### src/rtl/traffic_light_xsec.sv
// Two-approach intersection controller: green/blink/yellow/all-red per approach, latched
// crossing requests that cut the opposing green early, and a night flashing-yellow mode.
module traffic_light_xsec #(
    parameter int unsigned T_GREEN     = 1024,
    parameter int unsigned T_MIN_GREEN = 128,
    parameter int unsigned T_BLINK     = 128,
    parameter int unsigned N_BLINK     = 2,
    parameter int unsigned T_YELLOW    = 512,
    parameter int unsigned T_ALLRED    = 64,
    parameter int unsigned CW          = 11
) (
    input  logic       clk,
    input  logic       rst,
    input  logic       pass_a_i,
    input  logic       pass_b_i,
    input  logic       night_i,
    output logic       a_r_o,
    output logic       a_y_o,
    output logic       a_g_o,
    output logic       b_r_o,
    output logic       b_y_o,
    output logic       b_g_o,
    output logic [3:0] phase_o
);

    typedef enum logic [3:0] {
        StAGreen  = 4'd0,
        StABlink  = 4'd1,
        StAYellow = 4'd2,
        StRed1    = 4'd3,
        StBGreen  = 4'd4,
        StBBlink  = 4'd5,
        StBYellow = 4'd6,
        StRed2    = 4'd7,
        StNight   = 4'd8
    } state_e;

    localparam logic [CW-1:0] TGreen    = CW'(T_GREEN);
    localparam logic [CW-1:0] TMinGreen = CW'(T_MIN_GREEN);
    localparam logic [CW-1:0] TBlink    = CW'(T_BLINK);
    localparam logic [CW-1:0] TYellow   = CW'(T_YELLOW);
    localparam logic [CW-1:0] TAllred   = CW'(T_ALLRED);
    localparam logic [CW-1:0] LastHalf  = CW'(2 * N_BLINK - 1);
    localparam logic [CW-1:0] CntMax    = {CW{1'b1}};
    localparam logic [CW-1:0] One       = CW'(1);

    state_e        state_q, state_d;
    logic [CW-1:0] cnt_q, cnt_d;
    logic [CW-1:0] half_q, half_d;
    logic          pend_a_q, pend_a_d;
    logic          pend_b_q, pend_b_d;
    logic [5:0]    lamps_q, lamps_d;  // {a_r, a_y, a_g, b_r, b_y, b_g}

    always_comb begin
        state_d = state_q;
        half_d  = half_q;
        cnt_d   = (cnt_q == CntMax) ? cnt_q : cnt_q + One;

        if (night_i && state_q != StNight) begin
            state_d = StNight;
        end else begin
            unique case (state_q)
                StAGreen:  if (cnt_q == TGreen || (pend_b_q && cnt_q >= TMinGreen)) state_d = StABlink;
                StAYellow: if (cnt_q == TYellow) state_d = StRed1;
                StRed1:    if (cnt_q == TAllred) state_d = StBGreen;
                StBGreen:  if (cnt_q == TGreen || (pend_a_q && cnt_q >= TMinGreen)) state_d = StBBlink;
                StBYellow: if (cnt_q == TYellow) state_d = StRed2;
                StRed2:    if (cnt_q == TAllred) state_d = StAGreen;
                StABlink, StBBlink: begin
                    if (cnt_q == TBlink) begin
                        if (half_q == LastHalf) begin
                            state_d = (state_q == StABlink) ? StAYellow : StBYellow;
                        end else begin
                            half_d = half_q + One;
                            cnt_d  = One;
                        end
                    end
                end
                StNight: begin
                    if (!night_i) begin
                        state_d = StRed2;
                    end else if (cnt_q == TBlink) begin
                        half_d = half_q ^ One;
                        cnt_d  = One;
                    end
                end
                default: state_d = StRed2;
            endcase
        end

        if (state_d != state_q) begin
            cnt_d  = One;
            half_d = '0;
        end
    end

    always_comb begin
        pend_a_d = pend_a_q | (pass_a_i && state_q != StAGreen && state_q != StNight);
        pend_b_d = pend_b_q | (pass_b_i && state_q != StBGreen && state_q != StNight);
        if (state_d == StNight && state_q != StNight) begin
            pend_a_d = 1'b0;
            pend_b_d = 1'b0;
        end
        if (state_d == StAGreen && state_q != StAGreen) pend_a_d = 1'b0;
        if (state_d == StBGreen && state_q != StBGreen) pend_b_d = 1'b0;
    end

    // Lamps are derived from the next state so the registered outputs line up with phase_o.
    always_comb begin
        lamps_d = 6'b100_100;
        case (state_d)
            StAGreen:  lamps_d = 6'b001_100;
            StABlink:  lamps_d = {2'b00, half_d[0], 3'b100};
            StAYellow: lamps_d = 6'b010_100;
            StBGreen:  lamps_d = 6'b100_001;
            StBBlink:  lamps_d = {3'b100, 2'b00, half_d[0]};
            StBYellow: lamps_d = 6'b100_010;
            StNight:   lamps_d = {1'b0, ~half_d[0], 2'b00, ~half_d[0], 1'b0};
            default:   lamps_d = 6'b100_100;
        endcase
    end

    always_ff @(posedge clk) begin
        if (rst) begin
            state_q  <= StAGreen;
            cnt_q    <= One;
            half_q   <= '0;
            pend_a_q <= 1'b0;
            pend_b_q <= 1'b0;
            lamps_q  <= 6'b001_100;
        end else begin
            state_q  <= state_d;
            cnt_q    <= cnt_d;
            half_q   <= half_d;
            pend_a_q <= pend_a_d;
            pend_b_q <= pend_b_d;
            lamps_q  <= lamps_d;
        end
    end

    assign {a_r_o, a_y_o, a_g_o, b_r_o, b_y_o, b_g_o} = lamps_q;
    assign phase_o = state_q;

endmodule

### config.mk
export PLATFORM = sky130hd
export DESIGN_NAME = traffic_light_xsec
export DESIGN_NICKNAME = d
export VERILOG_FILES = /design/src/rtl/traffic_light_xsec.sv
export SDC_FILE = /design/constraint.sdc
export NUM_CORES = 1
export LEC_CHECK = 0
export CAP_MARGIN = 20
export CORE_MARGIN = 2
export CORE_UTILIZATION = 45
export CTS_CLUSTER_SIZE = 40
export DETAILED_ROUTE_END_ITERATION = 8
export GPL_TIMING_DRIVEN = 0
export PLACE_DENSITY = 0.63
export SETUP_SLACK_MARGIN = 0.3
export SKIP_CTS_REPAIR_TIMING = 1
export SYNTH_ARGS = -nofsm -noshare
export SYNTH_HDL_FRONTEND = slang
export SYNTH_SLANG_ARGS = --single-unit
### constraint.sdc
create_clock -name clk -period 2.9 [get_ports clk]
set_input_delay 0.58 -clock clk [delete_from_list [all_inputs] [get_ports clk]]
set_output_delay 0.58 -clock clk [all_outputs]
set_load 0.02 [all_outputs]
== After elaboration in Yosys (flattened, before gate mapping) ==
Cells that the tools add are included.
W data, S select, Z words.
Word-level totals
  bits in registers: 34
  bits in latches: 0
  memory bits (writable): 0
  ROM bits: 0
  output and inout port bits: 10
  word-level logic and storage cells: 87
  memories: 0
Operators by class
  $add $sub $neg: 2
  $mul: 0
  divide/modulo/power cells: 0
  magnitude comparators: 1
  equal/unequal tests: 23
  shift operators: 0
  muxes and demuxes: 27
  bitwise logic cells: 7
  reductions and logical operators: 20
Operators with widths (count)
  $mux W11: 8
  $pmux W11 S2: 2
  $pmux W6 S7: 1
  $mux W4: 10
  $pmux W4 S8: 1
  $eq A4 B3 Y1 const B: 7
  $add A11 B1 Y11 const B: 2
  $eq A11 B11 Y1 const B: 2
  $eq A4 B2 Y1 const B: 3
  $eq A11 B10 Y1 const B: 1
  $eq A11 B2 Y1 const B: 1
  $eq A11 B7 Y1 const B: 1
  $eq A11 B8 Y1 const B: 1
  $ge A11 B8 Y1 const B: 1
  $logic_and A1 B1 Y1: 10
  $eq A4 B1 Y1 const B: 2
  $eq A4 B4 Y1 const B: 2
  $logic_not A4 Y1: 2
  $reduce_or A3 Y1: 2
  $not A1 Y1: 5
  $reduce_and A5 Y1: 1
  $mux W1: 4
  $ne A4 B3 Y1 const B: 1
  $ne A4 B4 Y1: 1
  other kinds (6): 9

== Logic depth before layout (Yosys ltp) ==
  depth after elaboration: 10
  gate-level depth with buffers: 9
  gate-level depth less buffers: 8

== Worst setup path before layout ==
Ideal clock, no wire load.
  kind: in2reg
  start: in night_i
  end: reg cnt_q[0]
  data arrival time: 2066 ps
  setup slack: 707 ps
  stages: 5
  path buffers: 1
  cell sequence: clkbuf_1 a21boi_1 o21bai_1 a211o_1 or3_1
Between the ends
  longest elaborated chain between the ends: 5
Ends and longest elaborated chain
  from (decl): line 16  | input logic night_i,
  $mux W4: line 80  | if (!night_i) begin
  $pmux W4 S8: line 62  | unique case (state_q)
  $mux W4: line 59  | if (night_i && state_q != StNight) begin
  $ne A4 B4 Y1: line 91  | if (state_d != state_q) begin
  $reduce_or A2 Y1 (no source line)
  to (signal assigned): line 126  | cnt_q <= One;
  to (signal assigned): line 133  | cnt_q <= cnt_d;
  to (decl): line 48  | logic [CW-1:0] cnt_q, cnt_d;
Parallel ways exist; a longest one is shown, timed or not.
A chain may end at the register's enable or synchronous reset.

== Worst setup path in the final report ==
  start: reg cnt_q[0]
  end: reg lamps_q[1]
Between the ends
  longest elaborated chain between the ends: 10
Ends and longest elaborated chain
  $ge A11 B8 Y1: line 63, 66
  $logic_and A1 B1 Y1, on equally long branches: line 66, 63
  $logic_or A1 B1 Y1, on equally long branches: line 66, 63
  $mux W4, on equally long branches: line 66, 63
  $pmux W4 S8: line 62
  $mux W4: line 59
  $ne A4 B4 Y1: line 91
  $mux W1: line 91
  $not A1 Y1: line 118  | StNight: lamps_d = {1'b0, ~half_d[0], 2'b00, ~half_d[0], 1'b0};
  $pmux W6 S7 (*): line 111  | case (state_d)
  to (signal assigned): line 137  | lamps_q <= lamps_d;
  to (decl): line 52  | logic [5:0] lamps_q, lamps_d;
Mark *: on every way between the ends. The rest lies on a longest branch, timed or not. The select of a mux whose other input is x is not followed.

==> run summary <==
Number of enable flip-flop cells after synthesis = 0
Chip Height = 69.1 um
Largest net degree at the start of global routing = 12
Synthesized-area fraction occupied by ao, oa, aoi and oai cells = 16.7%
Total net switching power = 0.261 mW
Largest area contributor in the synthesized netlist = dfxtp_1
Iteration-0 DRC Markers = 106
Critical path capture point type = register
Endpoint of the most critical register-to-register path = lamps_q[1]$_SDFF_PP0_
Total clock buffers created by CTS = 5
Sinks on Clock Net = 34
Synthesized netlist net count = 228
Vias per cell = 5.54
Count of pins on the block boundary = 15
Total via count in the routed design = 1607
CTS Buffer Depth = 2
# nets final = 247
Area overhead of the layout relative to synthesis = 14.6%
Routed wire length per instance = 13.7 um
Unrepaired setup endpoints after global routing = no
Internal power = 0.715 mW
Hold Startpoint = pend_a_q$_SDFF_PP0_
Final critical path time including I/O delays and setup = 2.32 ns
Number of nets still failing antenna checks after routing = 0
Number of optimization iterations in the first detailed-route pass = 4
Effective utilization at floorplan = 47.4%
Fraction of the yosys area taken by sequential cells = 35.7%
Simple logic cell fraction of the synthesized area = 30.6%
Outcome = complete, no violations
Total routed wirelength = 3980 um
Worst skew pair latency = 0.29 ns
WP data required = 3.10 ns
Peak VDD IR = 0.235 mV
Worst Setup SP = cnt_q[0]$_SDFF_PP1_
Number of antenna diodes = 0
Highest clock rate = 431 MHz
Number of H-tree branching levels = 2
Count of standard-cell rows = 23
Fraction of power consumed by sequential logic = 49.9%
Switching fraction of total power = 26.8%
Post-synth top area share = 35.7%
Cell with the most instances after synthesis = dfxtp_1
Sum of overflow across all layers after global routing = 0
Antenna violations before repair = 0
Reg-to-Reg Start = cnt_q[0]$_SDFF_PP1_
DRC errors left = 0
Master cell of the clock root buffer = clkbuf_8
Element type at the critical path start = register
Global Route Usage Sum = 18.1%
Die Outline Area = 4780 um^2
Tcrit/Tclk final = 80.0%
Fraction of synthesized cell area in xor and xnor cells = 8.72%
Final TNS setup = 0 ns
Gate power share = 11.3%
Unique masters post-synth = 56
Static power due to leakage = 0.761 nW
Final worst setup slack = 0.581 ns
Wire length of the first global-routing pass = 7140 um
Dominant combinational cell family by area after synthesis = simple AND/OR/NAND/NOR gates
Final-report hold violation count = 0
Asr flop ratio synth = 0%
Final setup violation count = 0
R2R Setup Slk = 0.58 ns
Avg Cell Area, Syn = 8.67 um^2
Ranking of synthesized cells by area = dfxtp_1 36%, nor2_1 5.7%, xnor2_1 5.5%
Worst-path clk slew = 0.07 ns
Pwr Density = 446 nW/um^2
Die outline width = 69.1 um
Data arrival time of the critical path = 2.52 ns
Setup skew after layout = 0.00500 ns
Depth of the most critical reg-to-reg path = 8
Number of buffer cells added on primary ports = 12
Crit Path Class = reg2reg
Multiplexer share of the synthesized area = 1.05%
Rel. slew slack = 56.0%
Maxcap violations = 0
Top fanout value on the critical path = 4
Hold WS = 0.500 ns
Share of the core filled with cells = 54.3%
HP Class = reg2reg
Placeable core region = 4030 um^2
Final-report max-slew violation count = 0
Cell Area, Synth = 1910 um^2
Synthesis Warnings = 0
CTS tree = built
Number of storage elements in the synthesis netlist = 34
Layout cell share with drive strength beyond 1 = 13.8%
Post-Syn Instances = 220
Final Wtd Congestion = 0.828
Most instantiated flip-flop cell in the synthesis netlist = dfxtp_1
Vias in the first global route = 1511
Proportion of power drawn by the clock network = 38.7%
Most frequent cells after synthesis = 34 x dfxtp_1, 29 x nor2_1, 15 x nand2_1, 12 x xnor2_1, 9 x inv_1
Critical path endpoint = lamps_q[1]$_SDFF_PP0_
Actual slew at the worst max-slew pin = 0.661 ns
Adder and majority cell fraction of the synthesized area = 1.97%
Detail Placement HPWL = 2900 um
Dpl ws = 0.381 ns
-- power by group through the flow --
stage | Combinational, mW | Clock (mW) | Sequential, mW
floorplan | 0.0702 | 0 | 0.504
global placement | 0.110 | 0 | 0.498
detailed placement | 0.110 | 0 | 0.498
CTS | 0.111 | 0.388 | 0.488
finish | 0.110 | 0.378 | 0.487
global route | 0.122 | 0.409 | 0.489
-- cell usage in the layout, fill, tap and decap left out, types with 4 or more instances in the layout --
master and instances:
dfxtp_1 34, nor2_1 29, nand2_1 15, xnor2_1 12, clkdlybuf4s50_1 12, inv_1 9
a211oi_1 7, nor2b_1 7, xor2_1 7, buf_2 6, a21oi_1 6, nand4_1 6
clkbuf_8 6, nand3_1 5, nor3_1 5, a31oi_1 4
-- per-layer routing --
layer	part of all wire, %	track usage (%)	up-vias
met5	0	0	-
met4	1.8	7.41	0
met3	3.4	3.80	8
met2	45	28.0	24
met1	50	24.4	748
li1	-	-	827
-- critical path, cell delays in order (launching register included) --
cell	delay [ns]
dfxtp_1	0.37
inv_1	0.10
ha_1	0.19
nor3b_2	0.17
and4_1	0.24
and3_1	0.21
a211oi_1	0.48
nand2_1	0.19
o31ai_1	0.27
-- flip-flops by register name (all words and copies together), names as in the netlist --
| register | count |
|---|---|
| pend_b_q | 1 |
| half_q | 11 |
| cnt_q | 11 |
| lamps_q | 6 |
| phase_o | 4 |
| pend_a_q | 1 |
-- layout make-up --
cell class | instances | area (um^2)
Fill cell | 399 | 1840
Multi-Input combinational cell | 166 | 1130
Sequential cell | 34 | 681
Timing Repair Buffer | 12 | 120
Clock buffer | 6 | 82.6
Buffer | 11 | 67.6
Tap cell | 50 | 62.6
Inverter | 9 | 33.8
Clock inverter | 2 | 12.5
-- per-stage QoR --
stage | instance area (um^2) | instances | power (mW)
floorplan | 1910 | 220 | 0.574
global placement | 2090 | 282 | 0.609
detailed placement | 2090 | 282 | 0.608
CTS | 2190 | 290 | 0.986
global route | 2190 | 290 | 1.02
finish | 2190 | 290 | 0.976
-- logic make-up (layout without fill, tap and decap cells) --
kind of cell | after synthesis | in the layout
and+or+nand+nor | 101 | 101
AOI/OAI and AO/OA | 41 | 41
adders and majority gates | 3 | 3
DFF | 34 | 34
muxes | 2 | 2
buffers and inverters | 20 | 40
xor gates and xnor gates | 19 | 19
-- how the worst min path moves through the flow --
stage                               end  slack (ns)  cells after the start
global route        pend_a_q$_SDFF_PP0_        0.55                      2
CTS                 pend_a_q$_SDFF_PP0_        0.50                      2
global placement    pend_a_q$_SDFF_PP0_        0.49                      2
finish              pend_a_q$_SDFF_PP0_        0.50                      2
floorplan           pend_a_q$_SDFF_PP0_        0.46                      2
detailed placement  pend_a_q$_SDFF_PP0_        0.49                      2
No activity file was read; power rests on OpenSTA's default activity.
==> variant 1: new RTL, same flow settings <==
Register the output `phase_o` once more, cleared by the reset; this adds one clock of latency there. The other outputs are not delayed to match. Comments in the files are not updated.
--- a/src/rtl/traffic_light_xsec.sv
+++ b/src/rtl/traffic_light_xsec.sv
@@ -139,7 +139,13 @@
     end
 
     assign {a_r_o, a_y_o, a_g_o, b_r_o, b_y_o, b_g_o} = lamps_q;
-    assign phase_o = state_q;
+    always_ff @(posedge clk) begin
+        if (rst) begin
+            phase_o <= '0;
+        end else begin
+            phase_o <= state_q;
+        end
+    end
 
 endmodule
 
Check against the original RTL: not equivalent (a bounded check fails within 4 cycles, from zero or initial values and one cycle with rst high).
==> variant 1 against the original RTL <==
- clock power fell by 7.7%
- sequential power rose by 11%
- sequential cell count rose by 4
- cell count rose by 10%
- wire length rose by 12%
- final area rose by 11%
- synthesized cell count rose by 11%
- worst setup slack got worse by 210 ps
- largest power group unchanged
- non-clock buffer count rose by 3
- largest cell class unchanged
- maximum frequency fell by 8.2%
- area after synthesis rose by 5.5%
- total power rose by 4.2%
- die area rose by 5.2%
==> variant 1: results (changes against the original RTL) <==
[status]
status = finished clean

[cells_and_area]
final_cells = 320  ; +10%
drive_gt1_frac = 0.1455  ; +0.008022
nets = 276  ; +12%
fillers = 441  ; +11%

[yosys]
synth.distinct_cells = 53  ; -5.4%
ys_top_cells_by_count = 41 x nor2_1, 38 x dfxtp_1, 16 x nand2_1
yosysSeqAreaShare = 0.3779  ; +0.02115
synth_area_leaders = dfxtp_1 38%, nor2_1 7.6%, xnor2_1 4.8%
synth_fa_ha_area_frac = 0.01865  ; -0.001027
synthMuxAreaShare = 0.009944  ; -0.0005477
synth_fp_nets = 252  ; +11%
synth_xor_area_frac = 0.07831  ; -0.008904
syn_avg_cell_area_sq_um = 8.251  ; -4.9%
synth-compound-area-share = 0.1305  ; -0.03670

[timing]
worst_pin_slew_ps = 596.5  ; -64.24 ps
holdWs_ps = 485.7  ; -14.50 ps
finClkSkew_ps = 5.968  ; +0.9653 ps

[critical_path]
cp_max_fo = 5  ; +1
crit_path_start = cnt_q[1]
cp.arrival_ps = 2750  ; +230 ps
rrSetupSlack_ps = 370  ; -210 ps

[global_route]
grt_max_degree = 11  ; -1
grt_util_met1 = 0.2491  ; +0.005214
met2_usage = 0.2866  ; +0.006690
met3_usage = 0.04986  ; +0.01185
grtUsageTotal = 0.1856  ; +0.004883
grt_pass1_vias = 1572  ; +4.0%

[power_and_ir_drop]
clockPowerShare = 0.343  ; -0.044
vdd_ir_drop_max_v = 0.0002309  ; -1.7%
leakagePower_nw = 0.8492  ; +12%
pwr_density_cell_mw_per_mm2 = 420.6  ; -5.8%
p_seq_frac = 0.531  ; +0.032

[worst_hold_path]
min_from = pend_a_q
hold_depth = 2  ; unchanged

[route]
route.met3.wl_microns = 171  ; +26%
met1_length_microns = 2131  ; +7.6%
drt-initial-drc-count = 144  ; +36%
wl_per_cell_microns = 13.98  ; +1.9%

[place]
dpl.cell_count = 310  ; +9.9%
dp_hpwl_microns = 3173  ; +9.5%
portBuffers = 14  ; +2
gp_congestion = 0.8695  ; +5.1%

[clocking]
clk_pin_slew_ps = 70  ; about the same

variant 1: layout make-up:
cell class	count	area (sq um)	share of cell area
Timing Repair Buffer	17	162.7	0.06729
Buffer	9	38.79	0.01605
Inverter	6	22.52	0.009317
Clock buffer	7	76.32	0.03157
Sequential cell	38	765.7	0.3168
Multi-Input combinational cell	191	1286	0.5321
Tap cell	52	65.06	0.02692
variant 1: stage by stage:
| step | area (sq um) | setup slack (ps) | util |
|---|---|---|---|
| after CTS | 2295 | 163.5 | 0.5307 |
| after global routing | 2417 | 285.5 | 0.5590 |
| after detailed placement | 2218 | 175.2 | 0.5130 |
| after floorplan | 2013 | 469.6 | - |
| after global placement | 2218 | 192.9 | 0.5130 |
| final | 2417 | 373.7 | 0.5590 |
variant 1: critical path: stages, from the launching register on:
cell	delay [ps]
dfxtp_2	330
inv_2	80
ha_4	130
or4b_4	470
or4_4	500
o21bai_4	220
a221oi_4	360
and3b_1	230
o21ai_2	140
==> variant 2: new RTL, same flow settings <==
Without the edit above. Set the parameter `T_GREEN` to 768 (it was 1024).
--- a/src/rtl/traffic_light_xsec.sv
+++ b/src/rtl/traffic_light_xsec.sv
@@ -1,7 +1,7 @@
 // Two-approach intersection controller: green/blink/yellow/all-red per approach, latched
 // crossing requests that cut the opposing green early, and a night flashing-yellow mode.
 module traffic_light_xsec #(
-    parameter int unsigned T_GREEN     = 1024,
+    parameter int unsigned T_GREEN     = 768,
     parameter int unsigned T_MIN_GREEN = 128,
     parameter int unsigned T_BLINK     = 128,
     parameter int unsigned N_BLINK     = 2,
Check against the original RTL: same outputs for any inputs over 10 cycles, from zero or initial values and one cycle with rst high; that may be too few to reach the edited logic, so the function may still have changed.
==> variant 2 against the original RTL <==
- sequential cell count did not move
- wire length rose by 4.3%
- total power rose by 0.84%
- largest cell class unchanged
- final area rose by 4.9%
- worst setup slack got worse by 250 ps
- area after synthesis fell by 3.1%
- critical path depth did not move
- maximum frequency fell by 9.7%
==> variant 2: results (changes against the original RTL) <==
[critical_path]
cp_max_fo = 7  ; +3
reg2reg_depth = 6  ; -2
crit_slowest_cell = or4_4
crit_path_max_incr_delay_ps = 540  ; +60 ps
cp.arrival_ps = 2730  ; +210 ps

[power_and_ir_drop]
leakagePower_nw = 0.7775  ; +2.2%
vdd_ir_drop_max_v = 0.0003135  ; +33%

[yosys]
yosysSeqAreaShare = 0.3681  ; +0.01134
synth_xor_area_frac = 0.09946  ; +0.01225
ys_top_cells_by_count = 34 x dfxtp_1, 30 x nor2_1, 14 x nand2_1, 14 x nand3_1, 13 x a21oi_1
synthMuxAreaShare = 0.01150  ; +0.001010
synth.distinct_cells = 49  ; -13%
synth_area_leaders = dfxtp_1 37%, nor2_1 6.1%, xor2_1 5.7%
synth-compound-area-share = 0.1360  ; -0.03122
synth_fa_ha_area_frac = 0.02030  ; +0.0006256

[place]
portBuffers = 14  ; +2
gp_congestion = 0.8540  ; +3.2%
dpl.cell_count = 284  ; +0.71%
dp_hpwl_microns = 2909  ; +0.37%
dpl_cell_area_sq_mm = 0.002052  ; -1.9%

[global_route]
grt_pass1_wl_microns = 6506  ; -8.9%
grtUsageTotal = 0.1890  ; +0.008257
grt_max_degree = 11  ; -1
grt_pass1_vias = 1436  ; -5.0%

[clocking]
clk_pin_slew_ps = 60

[cells_and_area]
fillers = 377  ; -5.5%
drive_gt1_frac = 0.1774  ; +0.03992
nets = 255  ; +3.2%

[timing]
finClkSkew_ps = 11.01  ; +6.008 ps
worst_pin_slew_ps = 704.1  ; +43.42 ps

[route]
via_per_inst = 5.674  ; +2.4%
drt-initial-drc-count = 104  ; -1.9%
wl_per_cell_microns = 13.94  ; +1.5%
via_count = 1691  ; +5.2%

[status]
status = finished clean

[worst_hold_path]
min_path_type = register to register

variant 2: cell count changes after synthesis, moves of 5 or more:
cell | unedited run | this run
a211oi_1 | 7 | 0
nor4_1 | 2 | 8
xor2_1 | 7 | 12
nand3_1 | 5 | 14
a21oi_1 | 6 | 13
nor3_1 | 5 | 11
variant 2: worst paths after layout:
kind | startpoint | slack, ps | end
setup / recovery | night_i | 330 | cnt_q[0]
hold / removal | half_q[10] | 520 | half_q[10]
setup reg to reg | cnt_q[7] | 370 | cnt_q[0]
hold reg to reg | half_q[10] | 520 | half_q[10]
variant 2: critical path: cells and delay by family:
family / cells / cell delay (ps)
compound gates: 3 / 500
buf+inv: 2 / 660
simple gates: 3 / 1000
variant 2: per-layer routing:
layer | vias up | track usage | routed length [microns]
met2 | 26 | 0.2828 | 1925
li1 | 857 | - | -
met5 | - | 0 | 0
met4 | 0 | 0.07500 | 98
met3 | 7 | 0.05428 | 154
met1 | 801 | 0.2551 | 1975
variant 2: layout make-up:
| type | count | area (sq um) | share of cell area |
|---|---|---|---|
| Buffer | 10 | 60.06 | 0.02619 |
| Clock buffer | 7 | 86.33 | 0.03764 |
| Clock inverter | 1 | 5.005 | 0.002182 |
| Inverter | 6 | 22.52 | 0.009820 |
| Multi-Input combinational cell | 170 | 1189 | 0.5183 |
| Sequential cell | 34 | 683.2 | 0.2979 |
| Tap cell | 50 | 62.56 | 0.02728 |
| Timing Repair Buffer | 20 | 185.2 | 0.08074 |
variant 2: stage by stage:
| stage | util | TNS, ps | setup WS [ps] |
|---|---|---|---|
| after CTS | 0.5397 | 0 | 72.32 |
| after global placement | 0.5167 | -935.9 | -290.4 |
| after floorplan | - | 0 | 514.4 |
| final | 0.5775 | 0 | 332.8 |
| after detailed placement | 0.5167 | -763.6 | -232.6 |
| after global routing | 0.5775 | 0 | 279.6 |
variant 2: cells by family (layout without fill, tap and decap cells):
logic type | count (synthesis) | after routing
flops | 34 | 34
mux | 2 | 2
fa+ha+maj | 3 | 3
xor+xnor | 21 | 21
compound gates | 33 | 33
buf+inv | 16 | 44
simple gates | 111 | 111
variant 2: power breakdown:
| part | switching, mW | internal, mW |
|---|---|---|
| logic | 0.0763 | 0.0615 |
| clock network | 0.167 | 0.191 |
| registers | 0.00851 | 0.479 |
| total | 0.252 | 0.732 |
